**src/rtl/cond_exec_unit_pkg.sv**
```systemverilog
// Shared definitions for the condition-execution unit: condition codes,
// flag bit positions, predicated-block FSM states and block descriptor.
package cond_exec_unit_pkg;

    localparam int unsigned FLAG_W = 4;
    localparam int unsigned COND_W = 4;

    // Condition codes; each odd code is the inverse of the even code below it.
    localparam logic [COND_W-1:0] COND_EQ = 4'h0;
    localparam logic [COND_W-1:0] COND_NE = 4'h1;
    localparam logic [COND_W-1:0] COND_CS = 4'h2;
    localparam logic [COND_W-1:0] COND_CC = 4'h3;
    localparam logic [COND_W-1:0] COND_MI = 4'h4;
    localparam logic [COND_W-1:0] COND_PL = 4'h5;
    localparam logic [COND_W-1:0] COND_VS = 4'h6;
    localparam logic [COND_W-1:0] COND_VC = 4'h7;
    localparam logic [COND_W-1:0] COND_HI = 4'h8;
    localparam logic [COND_W-1:0] COND_LS = 4'h9;
    localparam logic [COND_W-1:0] COND_GE = 4'hA;
    localparam logic [COND_W-1:0] COND_LT = 4'hB;
    localparam logic [COND_W-1:0] COND_GT = 4'hC;
    localparam logic [COND_W-1:0] COND_LE = 4'hD;
    localparam logic [COND_W-1:0] COND_AL = 4'hE;
    localparam logic [COND_W-1:0] COND_NV = 4'hF;

    // Bit positions inside the {N,Z,C,V} flag vector.
    localparam int unsigned FLAG_N = 3;
    localparam int unsigned FLAG_Z = 2;
    localparam int unsigned FLAG_C = 1;
    localparam int unsigned FLAG_V = 0;

    typedef enum logic {
        IT_IDLE   = 1'b0,
        IT_ACTIVE = 1'b1
    } it_state_e;

    // Latched predicated-block descriptor.
    typedef struct packed {
        logic [COND_W-1:0] cond;
        logic [3:0]        then_mask;
        logic [1:0]        last;
    } it_blk_t;

endpackage

```
**src/rtl/cond_exec_unit_cond_eval.sv**
```systemverilog
// Pure combinational condition-code evaluator.
//   cond  : 4-bit condition code
//   flags : {N,Z,C,V}
//   met   : 1 when the condition holds for the given flags
module cond_eval
    import cond_exec_unit_pkg::*;
(
    input  logic [COND_W-1:0] cond,
    input  logic [FLAG_W-1:0] flags,
    output logic              met
);

    logic n, z, c, v;
    logic base;

    assign n = flags[FLAG_N];
    assign z = flags[FLAG_Z];
    assign c = flags[FLAG_C];
    assign v = flags[FLAG_V];

    // Evaluate the even code of each pair; bit 0 inverts (so NV = ~AL).
    always_comb begin
        base = 1'b0;
        case (cond & 4'b1110)
            COND_EQ: base = z;
            COND_CS: base = c;
            COND_MI: base = n;
            COND_VS: base = v;
            COND_HI: base = c & ~z;
            COND_GE: base = (n == v);
            COND_GT: base = ~z & (n == v);
            COND_AL: base = 1'b1;
            default: base = 1'b0;
        endcase
    end

    assign met = base ^ cond[0];

endmodule

```
**src/rtl/cond_exec_unit.sv**
```systemverilog
// Condition-execution unit: architectural flag register, NUM_CH independent
// single-cycle condition-query channels, and a predicated-block (IT) tracker.
//   flag_we/flag_in        : flag write, bypassed to same-cycle evaluation
//   q_valid/q_cond         : per-channel queries -> r_valid/r_met one cycle later
//   flags_out              : current flag register
//   it_start/it_cond/it_len/it_then/it_adv : predicated-block control
//   it_active/it_pred      : block in progress / predicate of current slot
module cond_exec_unit
    import cond_exec_unit_pkg::*;
#(
    parameter int unsigned NUM_CH = 2,
    parameter int unsigned IT_MAX = 4
) (
    input  logic                     clk,
    input  logic                     rst_n,
    input  logic                     flag_we,
    input  logic [FLAG_W-1:0]        flag_in,
    input  logic [NUM_CH-1:0]        q_valid,
    input  logic [COND_W*NUM_CH-1:0] q_cond,
    output logic [NUM_CH-1:0]        r_valid,
    output logic [NUM_CH-1:0]        r_met,
    output logic [FLAG_W-1:0]        flags_out,
    input  logic                     it_start,
    input  logic [COND_W-1:0]        it_cond,
    input  logic [1:0]               it_len,
    input  logic [3:0]               it_then,
    input  logic                     it_adv,
    output logic                     it_active,
    output logic                     it_pred
);

    localparam logic [1:0] LAST_CAP = 2'(IT_MAX - 1);

    logic [FLAG_W-1:0] flags_q;
    logic [FLAG_W-1:0] eff_flags;
    logic [NUM_CH-1:0] q_met;
    logic              it_met;

    it_state_e  state_q, state_d;
    it_blk_t    blk_q, blk_d;
    logic [1:0] slot_q, slot_d;

    // Same-cycle bypass of a retiring flag write.
    assign eff_flags = flag_we ? flag_in : flags_q;
    assign flags_out = flags_q;

    for (genvar i = 0; i < NUM_CH; i++) begin : g_ch
        cond_eval u_q_eval (
            .cond  (q_cond[COND_W*i +: COND_W]),
            .flags (eff_flags),
            .met   (q_met[i])
        );
    end

    cond_eval u_it_eval (
        .cond  (blk_q.cond),
        .flags (eff_flags),
        .met   (it_met)
    );

    // Flag register and query result registers.
    always_ff @(posedge clk or negedge rst_n) begin
        if (!rst_n) begin
            flags_q <= '0;
            r_valid <= '0;
            r_met   <= '0;
        end else begin
            if (flag_we) begin
                flags_q <= flag_in;
            end
            r_valid <= q_valid;
            r_met   <= q_valid & q_met;
        end
    end

    // Predicated-block state register.
    always_ff @(posedge clk or negedge rst_n) begin
        if (!rst_n) begin
            state_q <= IT_IDLE;
            blk_q   <= '0;
            slot_q  <= '0;
        end else begin
            state_q <= state_d;
            blk_q   <= blk_d;
            slot_q  <= slot_d;
        end
    end

    // Next-state: a start always (re)opens a block and wins over advance.
    always_comb begin
        state_d = state_q;
        blk_d   = blk_q;
        slot_d  = slot_q;
        if (it_start) begin
            state_d         = IT_ACTIVE;
            blk_d.cond      = it_cond;
            blk_d.then_mask = it_then;
            blk_d.last      = (it_len > LAST_CAP) ? LAST_CAP : it_len;
            slot_d          = 2'd0;
        end else begin
            case (state_q)
                IT_ACTIVE: begin
                    if (it_adv) begin
                        if (slot_q == blk_q.last) begin
                            state_d = IT_IDLE;
                        end else begin
                            slot_d = slot_q + 2'd1;
                        end
                    end
                end
                default: begin
                    state_d = IT_IDLE;
                end
            endcase
        end
    end

    assign it_active = (state_q == IT_ACTIVE);
    assign it_pred   = (state_q == IT_ACTIVE) ? ~(it_met ^ blk_q.then_mask[slot_q]) : 1'b1;

endmodule

```
**config.mk**
```make
export PLATFORM = sky130hd
export DESIGN_NAME = cond_exec_unit
export DESIGN_NICKNAME = d
export VERILOG_FILES = /design/src/rtl/cond_exec_unit_pkg.sv /design/src/rtl/cond_exec_unit_cond_eval.sv /design/src/rtl/cond_exec_unit.sv
export SDC_FILE = /design/constraint.sdc
export NUM_CORES = 1
export LEC_CHECK = 0
export BUFFER_PORTS_ARGS = -buffer_cell sky130_fd_sc_hd__buf_2
export CAP_MARGIN = 20
export CORE_MARGIN = 4
export CORE_UTILIZATION = 31
export CTS_CLUSTER_SIZE = 16
export DETAILED_ROUTE_END_ITERATION = 10
export GPL_TIMING_DRIVEN = 0
export HOLD_SLACK_MARGIN = 0.15
export PLACE_DENSITY = 0.51
export SYNTH_ARGS = -nofsm -noshare
export SYNTH_HDL_FRONTEND = slang
export SYNTH_SLANG_ARGS = --single-unit
```
**constraint.sdc**
```tcl
create_clock -name clk -period 3.22 [get_ports clk]
set_input_delay 0.966 -clock clk [delete_from_list [all_inputs] [get_ports clk]]
set_output_delay 0.966 -clock clk [all_outputs]
set_load 0.01 [all_outputs]
```
-- Yosys cells after proc, flatten, opt, wreduce, memory -nomap -nowiden
Cells that the tools add are included.
- bits in registers: 21
- output and inout port bits: 10
- word-level logic and storage cells: 66
- input port bits: 29
- mux-type cells: 16
- add/sub/neg operators: 1
- bitwise gates (word level): 9
- equality and inequality tests: 24
- reductions and logical operators: 6
- magnitude comparators: 2
- operator list (cell ; number):
    == test 3 bit (second input constant) ; 12
    one-hot mux 1 bit (8 select lines) ; 3
    == test 3 x 2 -> 1 bit (second input constant) ; 6
    logical NOT 4 bit ; 3
    two-way mux 2 bit ; 5
    == test 3 x 1 -> 1 bit (second input constant) ; 3
    two-way mux 1 bit ; 6
    two-way mux 4 bit ; 1
    nonzero test 2 bit ; 2
    XOR 1 bit ; 4
    less-than comparator 2 x 3 -> 1 bit (second input constant) ; 1
    AND reduction 3 bit ; 1
    adder 2 x 1 -> 2 bit (second input constant) ; 1
    bitwise AND 1 bit ; 2
    bitwise AND 2 bit ; 1
    binary-select mux 1 bit (select 2 bit) ; 1
    == test 2 bit ; 1
    greater-than comparator 2 bit (second input constant) ; 1
    inequality test 2 bit (second input constant) ; 1
    inverter 1 bit ; 2
    == test 1 bit ; 1

-- Logic depth before layout (Yosys ltp)
Gate-level depths: netlist of the first run.
- depth in word-level cells: 8
- depth in mapped cells: 6
- gate-level depth less buffers: 5

-- By module
A second synthesis of the first run with hierarchy kept.
- cells, all modules: 92
- area, all modules: 1124.8 um^2
- modules (own cells, without submodules) (module ; sequential area each (um^2) ; cells an instance ; area each (um^2) ; instances):
    cond_exec_unit ; 525.5 ; 56 ; 835.8 ; 1
    cond_eval ; 0.0 ; 12 ; 96.3 ; 3

-- Worst setup path after synthesis of the first run
OpenSTA, ideal clock, no wires.
- kind: input to output
- start: input port flag_we
- end: output port it_pred
- path buffers: 1
- arrival: 2.122 ns
- stages: 6
- required time: 2.254 ns
- path slack: 0.132 ns
- path through: buf_6 mux2_4 nor2_1 or4_1 o211ai_1 mux2i_1
- word-level cells in the longest chain between the ends: 8
- RTL lines (element ; line ; text):
    from (decl) ; cond_exec_unit.sv:16 ; input logic flag_we,
    two-way mux 4 bit * ; n/a ;
    net eff_flags[3] ; cond_exec_unit.sv:35 ; logic [FLAG_W-1:0] eff_flags;
    == test 1 bit ; cond_exec_unit_cond_eval.sv:30, cond_exec_unit_cond_eval.sv:31 ;
    bitwise AND 1 bit ; cond_exec_unit_cond_eval.sv:31 ; COND_GT: base = ~z & (n == v);
    one-hot mux 1 bit (8 select lines) * ; cond_exec_unit_cond_eval.sv:24 ; case (cond & 4'b1110)
    XOR 1 bit * ; cond_exec_unit_cond_eval.sv:37 ; assign met = base ^ cond[0];
    XOR 1 bit * ; cond_exec_unit.sv:119 ; assign it_pred = (state_q == IT_ACTIVE) ? ~(it_met ^ blk_q.then_mask[slot_q]) : 1'b1;
    inverter 1 bit * ; cond_exec_unit.sv:119 ;
    two-way mux 1 bit * ; cond_exec_unit.sv:119 ;
    to (decl) ; cond_exec_unit.sv:29 ; output logic it_pred
The timed path passes the listed nets; every way through them passes the cells marked *.

-- Worst setup path after layout of the first run
Ends and elaborated chain as after synthesis.

==> results of run 1 <==
## final timing paths
path	startpoint	end	slack [ps]	cells after the start
worst max-delay path	flag_we	it_pred	-30	8
worst min-delay path	blk_q[5]$_DFFE_PN0P_	blk_q[5]$_DFFE_PN0P_	510	1
worst max register to register	flags_out[3]$_DFF_PN0_	r_met[1]$_DFF_PN0_	1410	5
worst min register to register	blk_q[5]$_DFFE_PN0P_	blk_q[5]$_DFFE_PN0P_	510	1
max in group asynchronous	rst_n	flags_out[1]$_DFF_PN0_	2240	1
min in group asynchronous	rst_n	it_active$_DFF_PN0_	650	1
## synthesized netlist by cell type
| library cell | number | area, um^2 |
|---|---|---|
| nor3b_1 | 1 | 7.51 |
| o211ai_1 | 1 | 7.51 |
| xor2_1 | 1 | 8.76 |
| and3b_1 | 1 | 8.76 |
| o21ai_0 | 1 | 5.00 |
| nor2b_1 | 1 | 6.26 |
| nand2b_1 | 2 | 12.5 |
| mux2_2 | 7 | 78.8 |
| mux2_1 | 1 | 11.3 |
| a31oi_1 | 2 | 12.5 |
| nand2_1 | 7 | 26.3 |
| and2_1 | 1 | 6.26 |
| a21o_1 | 1 | 7.51 |
| a311o_1 | 1 | 10.0 |
| o22a_1 | 1 | 8.76 |
| buf_6 | 1 | 11.3 |
| nand3_1 | 1 | 5.00 |
| a32oi_1 | 2 | 17.5 |
| or2_1 | 1 | 6.26 |
| or4_1 | 1 | 7.51 |
| mux2i_1 | 4 | 40.0 |
| xnor2_1 | 6 | 52.6 |
| a21oi_1 | 2 | 10.0 |
| o21ai_1 | 3 | 15.0 |
| a22oi_1 | 1 | 7.51 |
| nand3b_1 | 3 | 22.5 |
| dfrtp_1 | 21 | 526 |
| nor2_1 | 8 | 30.0 |
| inv_1 | 8 | 30.0 |
| mux2_4 | 2 | 30.0 |
| mux4_2 | 4 | 90.1 |
| or3_1 | 2 | 12.5 |
| clkbuf_1 | 2 | 7.51 |
## where the power goes
part | leakage [nW] | switching, mW | total [mW] | internal [mW]
Sequential | 0.250 | 0.0241 | 0.315 | 0.291
Clock | 0.0228 | 0.0844 | 0.172 | 0.0881
Combinational | 0.429 | 0.0863 | 0.191 | 0.104
Total | 0.702 | 0.195 | 0.678 | 0.484
## worst reg2reg max path, cell delays in order, from the launching register on
cell and delay, ps:
dfrtp_1 400, mux2_4 280, buf_4 140, mux4_2 460, a32oi_1 250, mux2i_1 210
## repair_timing
| action | CTS | global route |
|---|---|---|
| endpoints found under the setup margin | 1 | 1 |
| resized for setup | 7 | 4 |
| hold buffers | 0 | 0 |
| cloned | 1 | 0 |
| pin swaps | 3 | 3 |
| setup buffers | 2 | 0 |
## metal layers
layer | up-vias | part of all wire (%)
met5 | - | 0
met4 | 0 | 1.4
met3 | 4 | 3.9
met2 | 20 | 54
met1 | 449 | 41
li1 | 447 | -
## flip-flops by register name (all words and copies together) (netlist names)
register   flops
r_met          2
it_active      1
flags_out      4
slot_q         2
r_valid        2
blk_q         10
## stage by stage
| step | setup WS (ps) | power (mW) | std cells |
|---|---|---|---|
| floorplan | 132 | 0.438 | 101 |
| global placement | -106 | 0.499 | 184 |
| detailed placement | -102 | 0.503 | 184 |
| CTS | -50.5 | 0.686 | 191 |
| global route | -135 | 0.722 | 191 |
| finish | -33.4 | 0.678 | 191 |
## cells by family (layout without fill, tap and decap cells)
group,Yosys count,after routing,synth area share [%]
buffers and inverters,11,55,4.29
and+or+nand+nor,29,29,13.3
AOI/OAI and AO/OA,15,15,8.90
xor gates and xnor gates,7,7,5.38
DFF,21,21,46.2
muxes,18,18,22.0
## layout make-up
cell class | count | share of cell area (%)
repair buffers | 40 | 14.6
inverters | 8 | 2.02
clock buffers | 4 | 3.03
flip-flops and latches | 21 | 35.3
plain buffers | 3 | 1.26
well taps | 46 | 3.87
multi-input cells | 69 | 39.9
==> summary.txt, run 1 <==
Run status
  • Status: complete, but fails checks
  • Failing checks: setup timing

STA
  • Slew @ Worst Pin: 467 ps
  • Min Hold Slack: between 500 and 600 ps
  • Final hold violations: 0
  • Clock skew: 0.719 ps
  • Slew headroom: 68.9%
  • F_max: 0.307 GHz
  • RSZ-0062 raised after global routing: true
  • TNS Setup: -33.4 ps
  • Crit path time final: between 3000 and 4000 ps
  • Fin. max-slew vios: 0
  • Post-route clock period utilization: 101%
  • # setup viols final: 1
  • Setup ws final: -33.4 ps

Placed design
  • DP Area: 1380 um^2
  • PortBufs: 37
  • Routability cong.: a little over 0.8
  • Dpl hpwl: 2000 um

Drt
  • Final WL: between 2000 and 3000 um
  • First drt pass iteration count: 4
  • DR iter-0 viols: 48
  • Routed Antenna Nets: 0
  • Vias per inst: 4.82
  • Drt wl/cell: 13.3 um
  • DRC Markers: 0
  • Routed vias: 920

Final layout
  • Area added between synthesis and finish: 30.8%
  • Reg area: 526 um^2
  • Fill count: 348
  • Commonest non-fill, non-tap cell in the layout: buf_2
  • Most frequent cells in the layout: buf_2, dfrtp_1, nor2_1, inv_1, nand2_1
  • Post-layout util: between 40% and 50%
  • Finished Cell Area: 1490 um^2
  • Footprint of the multi-input gates: 594 um^2
  • Antenna diodes: 0
  • Layout cell share with drive strength beyond 1: 42.1%
  • Final nets: 175

Global routing
  • Initial antenna violation count: 0
  • Largest net degree at the start of global routing: 22
  • Met2 usage: 20.7%
  • GR peak layer: met2
  • Met3 GRT Util: 2.76%
  • GRT Residual Overflow: 0
  • Vias in the first global route: 995
  • Aggregate global-route resource usage: 12.1%
  • Global-route wire length before repair: 4240 um
  • Grt met1 use: 14.0%

Floorplan
  • Rows: 21
  • Die area: roughly 4700 um^2
  • Core area: 3440 um^2
  • Die X-Extent: a little under 70 um
  • Io pins: 39
  • Die Y: 68.6 um
  • Starting Density: 33.1%

Worst setup path
  • Worst path bufs/invs: 3
  • Worst-path fanout max: 5
  • Crit. End Element: output pin
  • Top delay family on crit path: simple AND/OR/NAND/NOR gates
  • Crit path cell chain: buf_8 -> buf_6 -> mux2_4 -> nor2_1 -> or4_1 -> o211ai_1 -> mux2i_1 -> buf_2
  • Max incr delay on CP: 390 ps
  • Required time worst endpoint: ~2300 ps
  • Worst Setup Start Kind: input pin
  • Critical path's slowest cell: or4_1
  • Kind of critical path: input pin to output pin
  • CP arrival: about 2300 ps

Clock tree
  • TritonCTS Buffers: 3
  • Skew-Pair Late Insertion Delay: 250 ps
  • Clock Pin Slew Worst Setup and Hold Paths: 80 ps
  • Clk sink count: 21
  • Clock root cell: clkbuf_8
  • Max clock buf depth: 2
  • H-tree depth: 1
  • CTS tree: yes

Worst hold path
  • Worst Hold Class: register to register

Logic synthesis
  • Avg Cell Area, Syn: about 11 um^2
  • Post-synthesis register bit count: 21
  • Sequential fraction of the synthesis area: 46.2%
  • Yosys cell types: 33
  • Mapped cell area: 1140 um^2
  • Yosys Warn Count: 0
  • Synth Net Count: between 100 and 150
  • Synth Instances: 101

Power
  • Peak supply drop: around 0.21 mV
  • Leak pwr: 0.702 nW
  • Pwr Density: around 460 nW/um^2

Run
  • Max-Cap Viols: 0
(Power assumes the default switching activity.)
==> run 2: changes to the inputs <==
Clock period 3.22 ns to 3.7 ns, I/O delays scaled along.
==> run 2 against run 1 <==
The flow now finishes without violations. Sequential cell count is the same. Wire length decreased by 1.5%. Largest power group unchanged. Sequential share of layout area increased by 0.27 points. Register-to-register slack improved by 480 ps. Total power is 14% lower. Combinational power fell by 14%. Cell count up 0.52%. Sequential power is 13% lower. Largest cell class unchanged. Worst setup slack better by 140 ps.
==> summary.txt, run 2 (synthesis gave the netlist of run 1 again) <==
Run status
  • Status: finished clean

Power
  • Sequential share of power: 46.9% (+0.4 points)
  • Clock Power Share: 25.2% (-0.2 points)
  • Sw Share: 28.3% (-0.46 points)
  • Sw power: 165 uW (-15%)
  • Gate power share: 28.0% (about the same)
  • Total chip power: 585 uW (-14%)
  • Peak supply drop: 0.183 mV (-15%)
  • Internal power: 420 uW (-13%)
  • Pwr Density: 396 nW/um^2 (-13%)
  • Leak pwr: 0.697 nW (-0.74%)

Drt
  • Vias per inst: 4.86 (+0.88%)
  • Drt wl/cell: 13.0 um (-2.0%)
  • First drt pass iteration count: 4 (unchanged)
  • Final WL: 2500 um (-1.5%)
  • DRC Markers: 0 (unchanged)
  • Routed Antenna Nets: 0 (unchanged)
  • Routed vias: 933 (+1.4%)
  • DR iter-0 viols: 37 (-23%)

STA
  • Post-route clock period utilization: between 90% and 100%
  • Final hold violations: 0 (unchanged)
  • Crit path time final: 3590 ps
  • Slew headroom: 68.0% (-0.91 points)
  • RSZ-0062 raised after global routing: false
  • Clock skew: 1.21 ps (+0.487 ps)
  • Fin. max-slew vios: 0 (unchanged)
  • TNS Setup: 0 ps (+33.4 ps)
  • Slew @ Worst Pin: 481 ps (+13.7 ps)
  • F_max: 0.278 GHz
  • # setup viols final: 0 (-1)

Worst setup path
  • Critical path's slowest cell: or4_1
  • Worst Setup Start Kind: input pin
  • Most used cell, CP: buf_2
  • Crit path cell chain: buf_2 -> mux2_2 -> nor2_1 -> or4_1 -> o211ai_1 -> mux2i_1 -> buf_2
  • Crit. End Element: output pin
  • CP arrival: 2480 ps (+190 ps)
  • Max incr delay on CP: 460 ps (+70 ps)
  • Worst-path fanout max: 4 (-1)
  • Kind of critical path: input pin to output pin
  • Required time worst endpoint: 2590 ps (+340 ps)

Clock tree
  • H-tree depth: 1 (unchanged)
  • CTS tree: yes
  • TritonCTS Buffers: 3 (unchanged)
  • Max clock buf depth: 2 (unchanged)
  • Skew-Pair Late Insertion Delay: 250 ps (about the same)
  • Clk sink count: 21 (unchanged)
  • Clock root cell: clkbuf_8
  • Clock Pin Slew Worst Setup and Hold Paths: 70 ps (about the same)

Final layout
  • Max reg flops: 10 (unchanged)
  • Final nets: 176 (+0.57%)
  • Area added between synthesis and finish: 29.8%
  • Top reg by flops: blk_q
  • Most frequent cells in the layout: buf_2, dfrtp_1, inv_1
  • Commonest non-fill, non-tap cell in the layout: buf_2
  • Layout cell share with drive strength beyond 1: 42.5% (+0.40 points)
  • Antenna diodes: 0 (unchanged)

Floorplan
  • Die area: 4710 um^2 (unchanged)
  • Die X-Extent: 68.6 um (unchanged)
  • Starting Density: 33.1% (unchanged)
  • Die Y: 68.6 um (unchanged)
  • Core area: 3440 um^2 (unchanged)
  • Rows: 21 (unchanged)
  • Io pins: 39 (unchanged)

Placed design
  • Dpl hpwl: 2000 um (unchanged)
  • PortBufs: 37 (unchanged)
  • Routability cong.: 0.821 (unchanged)

Run
  • Max-Cap Viols: 0 (unchanged)

Worst hold path
  • Worst Hold Class: register to register

Global routing
  • Global-route wire length before repair: 4180 um (-1.5%)
  • Vias in the first global route: 974 (-2.1%)
  • Initial antenna violation count: 0 (unchanged)
  • Aggregate global-route resource usage: 12.0% (-0.14 points)
  • Largest net degree at the start of global routing: 22 (unchanged)
  • GRT Residual Overflow: 0 (unchanged)
==> run 2: worst max-delay path: cells and delay by family <==
kind	cells	cell delay, ps
muxes	2	460
AOI/OAI and AO/OA	1	140
and+or+nand+nor	2	510
buffers and inverters	2	260
==> run 2: final timing paths <==
| kind | startpoint | end | slack [ps] | cells after the start |
|---|---|---|---|---|
| worst max-delay path | flag_we | it_pred | 110 | 7 |
| worst min-delay path | blk_q[4]$_DFFE_PN0P_ | blk_q[4]$_DFFE_PN0P_ | 510 | 1 |
| worst max register to register | flags_out[3]$_DFF_PN0_ | r_met[1]$_DFF_PN0_ | 1890 | 5 |
| worst min register to register | blk_q[4]$_DFFE_PN0P_ | blk_q[4]$_DFFE_PN0P_ | 510 | 1 |
| max in group asynchronous | rst_n | flags_out[1]$_DFF_PN0_ | 2570 | 1 |
| min in group asynchronous | rst_n | blk_q[1]$_DFFE_PN0P_ | 800 | 1 |
==> run 2: power groups by stage <==
stage                     sequential [mW]  combinational, mW  clock, mW
final                               0.274              0.164      0.147
after global routing                0.279              0.183      0.166
after CTS                           0.275              0.159      0.156
after detailed placement            0.279              0.159          0
after global placement              0.279              0.156          0
after floorplan                     0.279              0.102          0
==> run 2: cell type report <==
class / count / area, um^2
Clock buffer: 4 / 45.0
Sequential cell: 21 / 526
Timing Repair Buffer: 41 / 215
Fill cell: 356 / 1960
Buffer: 3 / 22.5
Inverter: 8 / 30.0
Tap cell: 46 / 57.6
Multi-Input combinational cell: 69 / 582
==> run 2: repair_timing <==
| item | in CTS | in global routing |
|---|---|---|
| setup endpoints to repair | 0 | 1 |
| buffers inserted | 0 | 4 |
| resized for setup | 0 | 5 |
| hold buffers | 0 | 0 |
==> run 2: routing by layer <==
layer  GRT usage [%]  vias to the layer above  part of all wire [%]
met5               0                        -                     0
met4            5.96                        0                   2.7
met3            2.76                        8                   3.8
met2            20.7                       22                    53
met1            13.8                      456                    40
li1                -                      447                     -
==> run 2: stage by stage <==
step           setup slack, ps  area (um^2)  utilization, %  instances  hold slack [ps]
6_report                   107         1480            42.9        192              511
3_3_place_gp              86.3         1380            40.1        184              488
2_1_floorplan              324         1140               -        101              475
5_1_grt                   8.23         1480            42.9        192              527
3_5_place_dp              89.8         1380            40.1        184              499
4_1_cts                   85.1         1430            41.4        188              517
